File: src/rtl/cva5_types.sv
// Shared fetch-path types: per-request metadata and the fetch buffer entry layout.
package cva5_types;

    localparam int FETCH_ID_W = 3;

    typedef struct packed {
        logic       ok;
        logic [1:0] error_code;
    } fetch_metadata_t;

    typedef struct packed {
        logic [31:0]           pc;
        logic [FETCH_ID_W-1:0] id;
        logic [31:0]           instruction;
        fetch_metadata_t       metadata;
        logic                  filled;
    } fetch_buffer_entry_t;

endpackage

File: src/rtl/fetch_buffer.sv
// In-order buffer between fetch and decode: slots are allocated on issue,
// filled in order on completion, and drained by decode through valid/ready.
module fetch_buffer
    import cva5_types::*;
#(
    parameter int DEPTH = 4,
    parameter int ID_W  = FETCH_ID_W  // entry id field is sized by the package
) (
    input  logic                                clk,
    input  logic                                rst,
    input  logic                                flush,
    input  logic                                issue,
    input  logic [31:0]                         issue_pc,
    input  logic [ID_W-1:0]                     issue_id,
    output logic                                space_available,
    input  logic                                complete,
    input  logic [31:0]                         complete_instruction,
    input  logic [$bits(fetch_metadata_t)-1:0]  complete_metadata,
    output logic                                decode_valid,
    input  logic                                decode_ready,
    output logic [31:0]                         decode_pc,
    output logic [ID_W-1:0]                     decode_id,
    output logic [31:0]                         decode_instruction,
    output logic [$bits(fetch_metadata_t)-1:0]  decode_metadata
);

    localparam int PTR_W = $clog2(DEPTH);
    localparam int CNT_W = PTR_W + 1;

    fetch_buffer_entry_t entries [DEPTH];

    logic [PTR_W-1:0] head;
    logic [PTR_W-1:0] fill;
    logic [PTR_W-1:0] tail;
    logic [CNT_W-1:0] alloc_count;
    logic [CNT_W-1:0] pending_count;

    logic full;
    logic pop;
    logic issue_ok;
    logic complete_ok;

    assign full            = (alloc_count == CNT_W'(DEPTH));
    assign space_available = ~full;
    assign decode_valid    = (pending_count != '0);
    assign pop             = decode_valid & decode_ready;

    // A pop frees the head slot in the same cycle, so an issue at full is
    // still accepted when it coincides with a pop.
    assign issue_ok    = issue & (~full | pop);
    assign complete_ok = complete & (alloc_count != pending_count);

    assign decode_pc          = entries[head].pc;
    assign decode_id          = entries[head].id;
    assign decode_instruction = entries[head].instruction;
    assign decode_metadata    = entries[head].metadata;

    always_ff @(posedge clk or posedge rst) begin
        if (rst) begin
            head          <= '0;
            fill          <= '0;
            tail          <= '0;
            alloc_count   <= '0;
            pending_count <= '0;
            for (int i = 0; i < DEPTH; i++) begin
                entries[i] <= '0;
            end
        end else if (flush) begin
            head          <= '0;
            fill          <= '0;
            tail          <= '0;
            alloc_count   <= '0;
            pending_count <= '0;
        end else begin
            if (issue_ok) begin
                entries[tail].pc     <= issue_pc;
                entries[tail].id     <= issue_id;
                entries[tail].filled <= 1'b0;
                tail                 <= tail + PTR_W'(1);
            end
            if (complete_ok) begin
                entries[fill].instruction <= complete_instruction;
                entries[fill].metadata    <= fetch_metadata_t'(complete_metadata);
                entries[fill].filled      <= 1'b1;
                fill                      <= fill + PTR_W'(1);
            end
            if (pop) begin
                head <= head + PTR_W'(1);
            end
            alloc_count   <= alloc_count + CNT_W'(issue_ok) - CNT_W'(pop);
            pending_count <= pending_count + CNT_W'(complete_ok) - CNT_W'(pop);
        end
    end

    a_no_issue_when_full: assert property (@(posedge clk) disable iff (rst)
        (issue && !flush) |-> (!full || pop));

    a_no_complete_without_slot: assert property (@(posedge clk) disable iff (rst)
        (complete && !flush) |-> (alloc_count != pending_count));

    a_count_bounds: assert property (@(posedge clk) disable iff (rst)
        (pending_count <= alloc_count) && (alloc_count <= CNT_W'(DEPTH)));

    a_head_filled: assert property (@(posedge clk) disable iff (rst)
        decode_valid |-> entries[head].filled);

endmodule

File: config.mk
export PLATFORM = sky130hd
export DESIGN_NAME = fetch_buffer
export DESIGN_NICKNAME = d
export VERILOG_FILES = /design/src/rtl/cva5_types.sv /design/src/rtl/fetch_buffer.sv
export SDC_FILE = /design/constraint.sdc
export NUM_CORES = 1
export LEC_CHECK = 0
export CAP_MARGIN = 10
export CELL_PAD_IN_SITES_DETAIL_PLACEMENT = 0
export CELL_PAD_IN_SITES_GLOBAL_PLACEMENT = 1
export CORE_ASPECT_RATIO = 1.5
export CORE_MARGIN = 3
export CORE_UTILIZATION = 49
export CTS_BUF_LIST = sky130_fd_sc_hd__clkbuf_2
export DETAILED_ROUTE_END_ITERATION = 10
export PLACE_DENSITY = 0.81
export SLEW_MARGIN = 20
export SYNTH_ARGS = -nofsm -noshare
export SYNTH_HDL_FRONTEND = slang
export SYNTH_SLANG_ARGS = --single-unit
File: constraint.sdc
create_clock -name clk -period 13.5 [get_ports clk]
set_clock_uncertainty 0.2 [all_clocks]
set_input_delay 2.7 -clock clk [delete_from_list [all_inputs] [get_ports clk]]
set_output_delay 2.7 -clock clk [all_outputs]
set_load 0.005 [all_outputs]
# Word level (Yosys, flattened, before mapping)
# Cells that the tools add are included.
totals:
  register_bits: 296
  in_bits: 76
  output_inout_bits: 72
classes:
  n_addsub: 7
  n_lt_le_gt_ge: 5
  n_eq_ne: 2
  mux: 32
  bitwise_logic: 8
  reduce_logical: 6
op_table:
  columns: ["op", "n"]
  rows:
  - ["$bwmux W284", 6]
  - ["$demux W71 S2", 6]
  - ["$mux W284", 3]
  - ["$mux W71", 3]
  - ["$bmux W71 S2", 1]
  - ["$mux W39", 1]
  - ["$mux W36", 1]
  - ["$mux W2", 6]
  - ["$ge A3 B3 Y1 const B", 3]
  - ["$not A2 Y3", 3]
  - ["$add A2 B1 Y2 const B", 3]
  - ["$add A3 B1 Y3", 2]
  - ["$lt A3 B1 Y1 const B", 2]
  - ["$mux W3", 2]
  - ["$reduce_bool A2 Y1", 3]
  - ["$sub A3 B1 Y3", 2]
  - ["$mux W4", 1]
  - ["$and A1 B1 Y1", 3]
  - ["$eq A3 B3 Y1 const B", 1]
  - ["$ne A3 B3 Y1", 1]
  - ["$reduce_bool A3 Y1", 1]
  - ["$logic_and A1 B1 Y1", 2]
  - ["$mux W1", 2]
  - ["$not A1 Y1", 1]
  - ["$or A1 B1 Y1", 1]

# Logic depth before layout (Yosys ltp)
# Gate-level depths: netlist (run 1).
depth:
  ltp_word: 14
  depth_mapped: 12
  depth_no_buf: 10

# Worst setup path after synthesis (run 1)
# Ideal clock, no wire load.
synth_timing:
  path_kind: "input to register"
  startpoint: "in complete"
  endpoint: "reg pending_count[2]"
  setup_time_ns: 0.086
  arrival_time_ns: 4.624
  path_slack_ns: 8.590
  cell_stages: 11
  path_buffers: 2
  path_cell_list: "clkbuf_1 clkbuf_1 o31ai_1 ha_1 inv_1 ha_1 inv_1 fa_1 xor2_1 and2_1 nor3_1"
synth_between:
  elab_chain_len: 4
synth_rtl:
  columns: ["item", "line", "text"]
  rows:
  - ["start, declared", "fetch_buffer.sv:16", "input logic complete,"]
  - ["$and A1 B1 Y1", "fetch_buffer.sv:51", "assign complete_ok = complete & (alloc_count != pending_count);"]
  - ["$add A3 B1 Y3", "fetch_buffer.sv:91", "pending_count <= pending_count + CNT_W'(complete_ok) - CNT_W'(pop);"]
  - ["$sub A3 B1 Y3", "fetch_buffer.sv:91", null]
  - ["$mux W3", "fetch_buffer.sv:68", "end else if (flush) begin"]
  - ["end signal, assigned", "fetch_buffer.sv:91", null]
  - ["end, declared", "fetch_buffer.sv:36", "logic [CNT_W-1:0] pending_count;"]
# Every way passes these cells.
# A chain may end at the register's enable or synchronous reset.

# Worst setup path in the final report (run 1)
layout_timing:
  startpoint: "reg head[1]"
  endpoint: "out decode_instruction[20]"
layout_between:
  elab_chain_len: 4
layout_rtl:
  columns: ["item", "line", "text"]
  rows:
  - ["start, declared", "fetch_buffer.sv:32", "logic [PTR_W-1:0] head;"]
  - ["start signal, assigned", "fetch_buffer.sv:88", "head <= head + PTR_W'(1);"]
  - ["$not A2 Y3 (implied by the code)", "fetch_buffer.sv:55", "assign decode_instruction = entries[head].instruction;"]
  - ["$bmux W71 S2", "fetch_buffer.sv:55", null]
  - ["$mux W71 (2 in series)", null, null]
  - ["end, declared", "fetch_buffer.sv:23", "output logic [31:0] decode_instruction,"]
# Every way passes these cells. The select of a mux whose other input is x is not followed.

==> qor.yml, run 1 <==
clock_network:
  clk_latency_ns: 0.82
  cts_tree: "built"
  cts_max_level: 3
  cts_resized: 0
  post_cts_buffers: 0
  cts_buffers: 73
  clk_path_buf_depth: 3
  path_clk_slew_ns: 0.10
  root_buffer: "clkbuf_2"
  clock_sinks: 292
  holdBufCountCts: 0
sta:
  rsz0062_at_grt: "no"
  slew_headroom_pct: 30.3
  worst_slack_ns: 7.15
  finalCritPeriodShare_pct: 47.1
  hold_viol: 0
  setup_violations: 0
  worst_hold_slack_ns: 0.291
  final.min_clock_period_ns: 6.35
  tightest_slew_ns: 1.05
  fin_tns_setup_ns: 0
  max_freq_mhz: 157
  maxSlewViolCount: 0
layout:
  finalNonFillerCells: 1348
  syn_to_final_growth_pct: 16.9
  final_layout_size_suffix_gt1_share_pct: 36.0
  final_nets: 1068
  fin_area_um2: 15400
yosys:
  synth_fp_nets: 885
  postSynthCellCount: 795
  seq_area_frac_synth_pct: 55.6
  yosys-top-cells-area: "dfrtp_1 (56%), mux2_2 (14%), mux4_2 (12%)"
  async_flop_share_pct: 100
  synth-edff-count: 0
  synth_area_um2: 13100
  yosysTopAreaCellShare_pct: 55.6
  yosysUniqueCellTypes: 42
  synth_warnings: 0
  synthFlopType: "dfrtp_1"
  synth_commonest_cells: "dfrtp_1 (292), mux2_2 (160), mux2_1 (82)"
  synth.ff_latch_count: 292
  synth_most_common_cell: "dfrtp_1"
  synth_area_per_cell_um2: 16.5
  yosysTopAreaCell: "dfrtp_1"
global_routing:
  grt_pass1_wl_um: 44800
  grt_max_degree: 153
  grt_use_total_pct: 19.5
  antenna_found_initial: 1
  grt_overflow: 0
  grt_pass1_vias: 8397
critical_path:
  critPathLaunchType: "flop"
  critPathArrivalTime_ns: 3.45
  cp.required_ns: 10.60
  r2r-start: "pending_count[1]"
  critical_path_buf_inv_count: 2
  crit_path_start: "head[1]"
  cpPeakStageDelay_ns: 0.91
  critPathKind: "reg2out"
  crit_family: "buffers and inverters"
  crit_chain: "buf_4 -> mux4_2 -> clkdlybuf4s50_1"
  crit_path_max_fanout: 41
  end_kind: "output pin"
  cpMaxStageDelayCell: "dfrtp_4"
placement:
  place_congestion: 0.736
  port_buffers: 147
  dp_cells: 1236
  dp_slack_ns: 7.84
  placed_cell_area_um2: 14800
  hpwl_um: 17100
detailed_routing:
  via_count: 7592
  ant_nets: 0
  viasPerCell: 5.63
  avgRoutedWirePerCell_um: 20.2
  drcViolationCount: 0
  drtIter0Drc: 276
  wirelength_um: 27300
  first_pass_iters: 4
die:
  dieArea_um2: 28900
  std_cell_rows: 72
  ios: 148
  fp.coreArea_um2: 26100
  start_util_pct: 50.3
  die_width_um: 140
  die_h_um: 207
pwr:
  peakVddDrop_mv: 0.102
  power_switching_mw: 0.999
  internal_power_mw: 2.25
  powerDensity_nw_per_um2: 212
  combPwrFrac_pct: 39.1
  power_switching_share_pct: 30.7
  p_leak_nw: 6.71
  seq_power_share_pct: 44.8
  pwr-share-clk_pct: 16.1
outcome:
  outcome: "complete, no violations"
worst_hold_path:
  hp-class: "reg2reg"
  hp-start: "entries[16]"
job:
  max-cap-violations: 0
-- metal layers --
metal / vias up / track usage, % / wire, um
li1: 3401 / - / -
met1: 3976 / 23.4 / 10900
met2: 183 / 34.5 / 14500
met3: 32 / 5.35 / 1540
met4: 0 / 6.20 / 384
met5: - / 0 / 0
-- through the flow --
stage / utilization, % / power, mW
floorplan: - / 2.21
global placement: 56.7 / 2.73
detailed placement: 56.7 / 2.77
CTS: 58.8 / 3.31
global route: 58.8 / 3.48
finish: 58.8 / 3.25
-- sequential cells by signal (all words and copies together) (netlist names) --
signal / count
alloc_count: 3
entries: 280
fill: 2
head: 2
pending_count: 3
tail: 2
-- power groups by stage --
| stage | Sequential [mW] | Combinational [mW] | Clock (mW) |
|---|---|---|---|
| 6_report | 1.46 | 1.27 | 0.523 |
| 5_1_grt | 1.51 | 1.38 | 0.595 |
| 4_1_cts | 1.46 | 1.30 | 0.555 |
| 3_5_place_dp | 1.48 | 1.29 | 0 |
| 3_3_place_gp | 1.46 | 1.27 | 0 |
| 2_1_floorplan | 1.37 | 0.833 | 0 |
-- cell usage in the layout (no fill, tap or decap), types with 6 or more instances in the layout --
cell	netlist	final
clkbuf_2	0	100
nor2_1	9	9
o2bb2ai_1	39	39
xor2_1	6	6
buf_4	4	13
ha_1	12	12
clkdlybuf4s50_1	0	147
nand2_1	16	16
dfrtp_1	292	290
inv_1	9	8
mux2_2	160	160
mux4_2	70	70
clkinv_1	0	6
mux2_1	82	82
-- worst reg2reg max path: stages (launching register included) --
cell     delay, ns
dfrtp_1       0.56
o31a_1        0.58
o21ai_1       0.26
ha_1          0.34
inv_1         0.05
ha_1          0.12
inv_1         0.05
fa_1          0.39
xor2_1        0.16
and2_1        0.16
nor3_1        0.11
-- kinds of logic (layout without fill, tap and decap cells) --
group	count (synthesis)	in the layout	synth area share, %
fa+ha+maj	14	14	1.45
flops	292	292	55.6
compound gates	62	62	4.81
other cells	0	1	0
mux	313	313	32.8
xor+xnor	10	10	0.781
buf+inv	62	281	3.05
simple gates	42	42	1.52
-- cell type report --
type	count	area, um2
Timing Repair Buffer	160	1570
Antenna cell	1	2.50
Sequential cell	292	7310
Clock inverter	11	43.8
Clock buffer	100	500
Inverter	10	50.0
Multi-Input combinational cell	441	5470
Tap cell	333	417
Fill cell	2124	10800
-- path summary, 6_finish.rpt --
kind,endpoint,slack (ns),cells after the start
setup reg to reg,alloc_count[2],10.42,10
setup / recovery,decode_instruction[20],7.15,3
max in group asynchronous,entries[158],9.35,3
hold reg to reg,entries[16],0.29,1
hold / removal,entries[16],0.29,1
min in group asynchronous,entries[269],2.25,2
Note: power is estimated with default switching activity, not from simulation.
==> run 2, diff against run 1 <==
--- a/config.mk
+++ b/config.mk
@@ -10,10 +10,10 @@
 export CELL_PAD_IN_SITES_GLOBAL_PLACEMENT = 1
 export CORE_ASPECT_RATIO = 1.5
 export CORE_MARGIN = 3
-export CORE_UTILIZATION = 49
+export CORE_UTILIZATION = 45
 export CTS_BUF_LIST = sky130_fd_sc_hd__clkbuf_2
 export DETAILED_ROUTE_END_ITERATION = 10
-export PLACE_DENSITY = 0.81
+export PLACE_DENSITY = 0.78
 export SLEW_MARGIN = 20
 export SYNTH_ARGS = -nofsm -noshare
 export SYNTH_HDL_FRONTEND = slang
==> constraint.sdc (replaced) <==
create_clock -name clk -period 5.8 [get_ports clk]
set_clock_uncertainty 0.2 [all_clocks]
set_input_delay 1.16 -clock clk [delete_from_list [all_inputs] [get_ports clk]]
set_output_delay 1.16 -clock clk [all_outputs]
set_load 0.005 [all_outputs]
==> qor.yml, run 2 (synthesis results as in run 1) <==
die:
  dieArea_um2: 31300  # +8.6%
  die_h_um: 215  # +4.2%
  std_cell_rows: 76  # +5.6%
  die_width_um: 146  # +4.2%
  start_util_pct: 45.8  # -4.5 points
  ios: 148  # unchanged
  fp.coreArea_um2: 28700  # +9.9%
critical_path:
  cp.required_ns: 4.44  # -6.16 ns
  crit_chain: "buf_12 -> mux4_2 -> clkdlybuf4s50_1"
  end_kind: "output pin"
  worst-r2r-cell-count: 3  # -7
  crit_path_max_fanout: 43  # +4.9%
  critPathArrivalTime_ns: 3.21  # -0.24 ns
  r2r-end: "entries[239]"
  cpPeakStageDelay_ns: 0.94  # +0.03 ns
  critPathKind: "reg2out"
  critical_path_buf_inv_count: 2  # unchanged
  crit_family: "flip-flops"
  r2r-start: "pending_count[0]"
  cpMaxStageDelayCell: "dfrtp_4"
  r2r_slack_ns: 2.68  # -7.74 ns
  critPathLaunchType: "flop"
sta:
  tightest_slew_ns: 1.07  # +0.0210 ns
  rsz0062_at_grt: "no"
  slew_headroom_pct: 28.4  # -1.9 points
  maxSlewViolCount: 0  # unchanged
  max_freq_mhz: 219
  setup_violations: 0  # unchanged
  fin_tns_setup_ns: 0  # unchanged
  hold_viol: 0  # unchanged
  finalCritPeriodShare_pct: 78.7
  final.min_clock_period_ns: 4.57
detailed_routing:
  ant_nets: 0  # unchanged
  drtIter0Drc: 281  # +1.8%
  wirelength_um: 27700  # +1.7%
  avgRoutedWirePerCell_um: 19.6  # -3.1%
  first_pass_iters: 4  # unchanged
  via_count: 7644  # +0.68%
  viasPerCell: 5.40  # -4.1%
  drcViolationCount: 0  # unchanged
clock_network:
  cts_resized: 0  # unchanged
  clk_latency_ns: 0.84  # +0.02 ns
  path_clk_slew_ns: 0.10  # about the same
  holdBufCountCts: 0  # unchanged
  root_buffer: "clkbuf_2"
  clock_sinks: 292  # unchanged
  cts_buffers: 73  # unchanged
  clk_path_buf_depth: 3  # unchanged
  post_cts_buffers: 0  # unchanged
  cts_max_level: 3  # unchanged
  cts_tree: "built"
placement:
  place_congestion: 0.735  # -0.14%
  hpwl_um: 16900  # -1.4%
  port_buffers: 147  # unchanged
  dp_cells: 1293  # +4.6%
worst_hold_path:
  hp-start: "entries[33]"
  hold_end: "entries[33]"
  hold_depth: 1  # unchanged
  hp-class: "reg2reg"
layout:
  final_layout_size_suffix_gt1_share_pct: 36.3  # +0.27 points
  largest_register_ffs: 280  # unchanged
  top_register: "entries"
  reg_top3: "entries (280), alloc_count (3), pending_count (3)"
  final_nets: 1069  # +0.094%
  syn_to_final_growth_pct: 18.2
  fin_util_pct: 54.1  # -4.7 points
  final_common_cell: "dfrtp_1"
  layout_common_cells: "dfrtp_1 (290), mux2_2 (160), clkdlybuf4s50_1 (147)"
  finalNonFillerCells: 1415  # +5.0%
global_routing:
  grt_overflow: 0  # unchanged
  grt_use_total_pct: 18.2  # -1.3 points
  antenna_found_initial: 2  # +1
  grt_max_degree: 181  # +18%
  grt_pass1_vias: 8564  # +2.0%
  grt_pass1_wl_um: 45500  # +1.6%
job:
  max-cap-violations: 0  # unchanged
pwr:
  powerDensity_nw_per_um2: 491  # +130%
  p_leak_nw: 6.75  # +0.59%
  peakVddDrop_mv: 0.244  # +140%
outcome:
  outcome: "complete, no violations"
## run 2: cell count changes in the layout (fill, tap and decap cells not counted)
cell / before / now
clkinvlp_4: 0 / 1
clkinv_1: 6 / 10
buf_12: 0 / 3
o311ai_1: 1 / 0
diode_2: 1 / 2
buf_4: 13 / 10
buf_16: 0 / 1
clkbuf_2: 100 / 106
o311ai_2: 3 / 4
inv_2: 4 / 2
clkinv_8: 1 / 0
## run 2: through the flow
step | power [mW] | setup slack (ns) | area, um2 | hold slack [ns]
floorplan | 5.14 | 0.565 | 13100 | 0.251
global placement | 6.38 | 1.76 | 14900 | 0.266
detailed placement | 6.47 | 1.71 | 14900 | 0.269
CTS | 7.79 | 1.04 | 15500 | 0.294
global route | 8.19 | 1.01 | 15500 | 0.301
finish | 7.63 | 1.23 | 15500 | 0.291
## run 2: where the power goes
group          total, mW  switching (mW)  leakage (nW)  internal, mW
clock network       1.27           0.795         0.468         0.479
registers           3.38           0.503          3.70          2.88
logic               2.97            1.04          2.58          1.93
## run 2: worst max path at each step
stage	slack [ns]	start	cells past startpoint	end
final	1.23	head[0]	3	decode_pc[16]
after global routing	1.01	head[0]	3	decode_pc[22]
after CTS	1.04	head[0]	3	decode_pc[16]
after detailed placement	1.71	decode_ready	11	alloc_count[2]
after global placement	1.76	decode_ready	11	alloc_count[2]
after floorplan	0.56	rst	1	alloc_count[0]
## run 2: per-layer routing
metal	track usage [%]	wire length, um	vias up
li1	-	-	3408
met3	5.88	1770	53
met1	21.1	11100	3991
met2	31.6	14300	192
met5	0	0	-
met4	6.56	555	0
## run 2: area by class of cell
class	count	area, um2
Multi-Input combinational cell	441	5480
Timing Repair Buffer	161	1630
Clock inverter	13	51.3
Inverter	10	41.3
Sequential cell	292	7310
Tap cell	390	488
Clock buffer	106	531
Antenna cell	2	5.00
Fill cell	2426	13200
==> run 3, diff against run 2 <==
--- a/config.mk
+++ b/config.mk
@@ -10,10 +10,10 @@
 export CELL_PAD_IN_SITES_GLOBAL_PLACEMENT = 1
 export CORE_ASPECT_RATIO = 1.5
 export CORE_MARGIN = 3
-export CORE_UTILIZATION = 45
+export CORE_UTILIZATION = 49
 export CTS_BUF_LIST = sky130_fd_sc_hd__clkbuf_2
 export DETAILED_ROUTE_END_ITERATION = 10
-export PLACE_DENSITY = 0.78
+export PLACE_DENSITY = 0.81
 export SLEW_MARGIN = 20
 export SYNTH_ARGS = -nofsm -noshare
 export SYNTH_HDL_FRONTEND = slang
==> constraint.sdc (replaced) <==
create_clock -name clk -period 4.7 [get_ports clk]
set_clock_uncertainty 0.2 [all_clocks]
set_input_delay 0.94 -clock clk [delete_from_list [all_inputs] [get_ports clk]]
set_output_delay 0.94 -clock clk [all_outputs]
set_load 0.005 [all_outputs]
==> qor.yml, run 3 (synthesis results as in run 1) <==
outcome:
  outcome: "complete, no violations"
sta:
  hold_viol: 0  # unchanged
  worst_hold_slack_ns: 0.289  # -0.00125 ns
  max_freq_mhz: 244
  tightest_slew_ns: 0.924  # -0.142 ns
  final.min_clock_period_ns: 4.09
  setup_violations: 0  # unchanged
  maxSlewViolCount: 0  # unchanged
  rsz0062_at_grt: "no"
  slew_headroom_pct: 38.3  # +9.9 points
  finalCritPeriodShare_pct: 87.1
clock_network:
  holdBufCountCts: 0  # unchanged
  post_cts_buffers: 0  # unchanged
  root_buffer: "clkbuf_2"
  clock_sinks: 292  # unchanged
  clk_path_buf_depth: 3  # unchanged
  cts_max_level: 3  # unchanged
  path_clk_slew_ns: 0.11  # about the same
  cts_resized: 0  # unchanged
  cts_buffers: 72  # -1.4%
  cts_tree: "built"
  clk_latency_ns: 0.83  # about the same
die:
  dieArea_um2: 28900  # -7.9%
  fp.coreArea_um2: 26100  # -9.0%
  std_cell_rows: 72  # -5.3%
  die_h_um: 207  # -4.1%
  start_util_pct: 50.3  # +4.5 points
  die_width_um: 140  # -4.0%
  ios: 148  # unchanged
placement:
  place_congestion: 0.747  # +1.5%
  placed_cell_area_um2: 15000  # +0.53%
  dp_cells: 1246  # -3.6%
  hpwl_um: 17400  # +2.7%
  port_buffers: 147  # unchanged
critical_path:
  crit_family: "buffers and inverters"
  crit_path_max_fanout: 18  # -58%
  critPathLaunchType: "flop"
  critPathKind: "reg2out"
  crit_chain: "buf_4 -> mux4_2 -> clkdlybuf4s50_1"
  critPathArrivalTime_ns: 2.95  # -0.26 ns
  end_kind: "output pin"
  cp.required_ns: 3.56  # -0.88 ns
  cpPeakStageDelay_ns: 0.68  # -0.26 ns
  cpMaxStageDelayCell: "dfrtp_4"
  critical_path_buf_inv_count: 2  # unchanged
detailed_routing:
  viasPerCell: 5.63  # +4.1%
  drtIter0Drc: 397  # +41%
  met2_length_um: 14200  # -0.19%
  wirelength_um: 27300  # -1.5%
  drcViolationCount: 0  # unchanged
  via_count: 7674  # +0.39%
  topRoutingLayerUsed: "met4"
  met1_length_um: 11100  # -0.33%
  routed-wl-met3_um: 1600  # -9.8%
  ant_nets: 0  # unchanged
  avgRoutedWirePerCell_um: 20.0  # +2.2%
  first_pass_iters: 4  # unchanged
pwr:
  p_leak_nw: 6.82  # +1.1%
  seq_power_share_pct: 43.7  # -0.6 points
  internal_power_mw: 6.60  # +25%
  powerDensity_nw_per_um2: 607  # +24%
  power_switching_share_pct: 30.3  # -0.36 points
  power.total_mw: 9.48  # +24%
  peakVddDrop_mv: 0.314  # +29%
  combPwrFrac_pct: 39.5  # +0.5 points
  power_switching_mw: 2.88  # +23%
  pwr-share-clk_pct: 16.8  # about the same
layout:
  finalNonFillerCells: 1364  # -3.6%
  fin_area_um2: 15600  # +0.41%
  layout_common_cells: "dfrtp_1 (290), mux2_2 (160), clkdlybuf4s50_1 (147)"
  largest_register_ffs: 280  # unchanged
  final_nets: 1077  # +0.75%
  top_register: "entries"
  syn_to_final_growth_pct: 18.7
  reg_top3: "entries (280), alloc_count (3), pending_count (3)"
  fin_util_pct: 59.7  # +5.6 points
  final_layout_size_suffix_gt1_share_pct: 36.9  # +0.66 points
  final_common_cell: "dfrtp_1"
global_routing:
  grt_max_degree: 81  # -55%
  grt_use_total_pct: 19.7  # +1.5 points
  grt_pass1_wl_um: 45300  # -0.43%
  grt_overflow: 0  # unchanged
  antenna_found_initial: 2  # unchanged
  grt_pass1_vias: 8580  # +0.19%
job:
  max-cap-violations: 0  # unchanged
worst_hold_path:
  hp-class: "reg2reg"
run 3: cell count changes in the layout (fill, tap and decap cells not counted), sizes merged:
cell	before	now
buf	14	23
clkinv	12	7
bufinv	0	1
inv	10	11
run 3: cell type report:
cell class                 instances  area, um2
fill                            2094      10500
sequential                       292       7310
multi-input combinational        441       5480
timing repair buffer             170       1760
clock buffer                     106        531
tap                              333        417
clock inverter                    10       63.8
inverter                          10       41.3
antenna                            2       5.00
run 3: final timing paths:
path                            cells past startpoint  slack (ns)        endpoint            from
worst max-delay path                                3        0.61   decode_pc[22]         head[0]
max in group asynchronous                           3        2.88    entries[239]             rst
worst max register to register                     10        1.66  alloc_count[2]  alloc_count[1]
min in group asynchronous                           2        0.45         tail[0]             rst
worst min register to register                      1        0.29    entries[119]    entries[119]
worst min-delay path                                1        0.29    entries[119]    entries[119]
run 3: power by group through the flow:
stage               registers [mW]  logic, mW  clock network [mW]
floorplan                     3.95       2.39                   0
global placement              4.15       3.75                   0
detailed placement            4.20       3.81                   0
CTS                           4.15       3.83                1.69
global route                  4.29       4.06                1.82
finish                        4.14       3.74                1.60
run 3: metal layers:
metal	up-vias	track usage, %
li1	3433	-
met1	4015	24.1
met2	191	34.3
met3	35	5.35
met4	0	6.02
met5	-	0
run 3: worst register-to-register path, delay by kind of cell (launching register included):
kind | cells | cell delay (ns)
compound gates | 1 | 0.33
xor+xnor | 1 | 0.16
fa+ha+maj | 3 | 0.80
buf+inv | 2 | 0.11
flops | 1 | 0.48
simple gates | 3 | 0.88
run 3: metrics by stage:
| step | worst slack [ns] | setup TNS (ns) |
|---|---|---|
| after global placement | 0.871 | 0 |
| after floorplan | -0.315 | -92.03 |
| after CTS | 0.428 | 0 |
| final | 0.606 | 0 |
| after global routing | 0.377 | 0 |
| after detailed placement | 0.854 | 0 |
==> variant (settings of run 2) <==
Make the reset (`rst`) synchronous in one clocked block.
--- a/src/rtl/fetch_buffer.sv
+++ b/src/rtl/fetch_buffer.sv
@@ -55,7 +55,7 @@
     assign decode_instruction = entries[head].instruction;
     assign decode_metadata    = entries[head].metadata;
 
-    always_ff @(posedge clk or posedge rst) begin
+    always_ff @(posedge clk) begin
         if (rst) begin
             head          <= '0;
             fill          <= '0;
Check against the original RTL: differs if rst is asserted again (counterexample within 4 cycles, from zero or initial values and one cycle with rst high); with rst held inactive, the same outputs for 4 cycles.
==> variant against run 2 <==
Highest routed layer unchanged; global-route usage rose by 0.059 points; area after synthesis decreased by 1.4%; wire length barely moved; die area decreased by 1.3%; synthesized cell count rose by 3.6%; critical path type unchanged; setup slack improved by 0.056 ns; final area shrank 0.64%; sequential cell count rose by 2; critical path depth unchanged.
Power is not compared: it rests on default switching activity, and its combinational part moved more than twofold at a synthesized area within 25%.
==> variant: results <==
[outcome]
outcome = complete, no violations

[synthesis]
synthTopCellsByArea = edfxtp_1 65%, mux4_2 12%, and2_1 7.0%, nor2_1 4.3%, dfxtp_1 2.2%
synth.net_count = 910
yosysUniqueCellTypes = 37
synthFlopType = edfxtp_1
synth_edf_count = 280
synth-compound-area-share = 0.0235
yosys-top-cells-count = 280 x edfxtp_1, 149 x nor2_1, 145 x and2_1
synth_fa_ha_area_frac = 0.0108
synth.area.mux_share = 0.123
async_reset_ff_frac = 0
synth-xor-area-share = 0.00849

[drt]
met3_length_um = 1810
wl_um = 27700
vias = 7362
drt-met1-wl_um = 10400
wl_met2_um = 15200
first_iter_violations = 335

[power]
total_power_w = 0.00424

[setup_path]
cp_slowest_cell = dfxtp_4
rrSetupSlack_ns = 2.77
crit_path_max_incr_delay_ns = 0.90
rr_startpoint = pending_count[1]
reg2reg_to = pending_count[2]
crit_family = buffers and inverters
rr_worst_depth = 11
endpoint = decode_id[0]
cp_max_fo = 36

[place]
place_ws_ns = 1.82
place_area_mm2 = 0.0148
hpwl_um = 16600
dp_cells = 1285

[final_layout]
drive_gt1_frac = 0.210
fillers = 2340
nNetsFinal = 1097

[global_route]
grt_start_max_net_pins = 46
antenna_found_initial = 1
grt_usage = 0.182
grt_pass1_wl_um = 42500
grt_pass1_vias = 7988
met2_usage = 0.337

[min_path]
min-delay-start = tail[0]
whs_path_depth = 2

[sta]
hold_slack_ns = 0.276
fmax_ghz = 0.222
slew-limit-headroom = 0.424

[floorplan]
num_rows = 75

[clocking]
clock_latency_ns = 0.82
-- variant: cell types whose count changed after synthesis, sizes merged, moves of 12 or more --
| cell | before | now |
|---|---|---|
| dfrtp | 292 | 0 |
| edfxtp | 0 | 280 |
| mux2 | 242 | 0 |
| and2 | 2 | 145 |
| nor2 | 9 | 149 |
| o2bb2ai | 39 | 0 |
| nand2 | 16 | 41 |
| dfxtp | 0 | 14 |
| buf | 48 | 36 |
| clkbuf | 4 | 16 |
-- variant: cells by family after synthesis --
family | count (synthesis)
compound gates | 25
xor+xnor | 10
fa+ha+maj | 10
buf+inv | 66
flops | 294
mux | 72
simple gates | 347
-- variant: cell type report --
type,count,area (um^2),area share
diodes,2,5.00,0.000324
clock buffers,102,510,0.0331
clock inverters,23,150,0.00972
inverters,14,52.6,0.00340
multi-input cells,464,3930,0.254
flip-flops and latches,294,8700,0.563
well taps,346,433,0.0280
repair buffers,167,1670,0.108
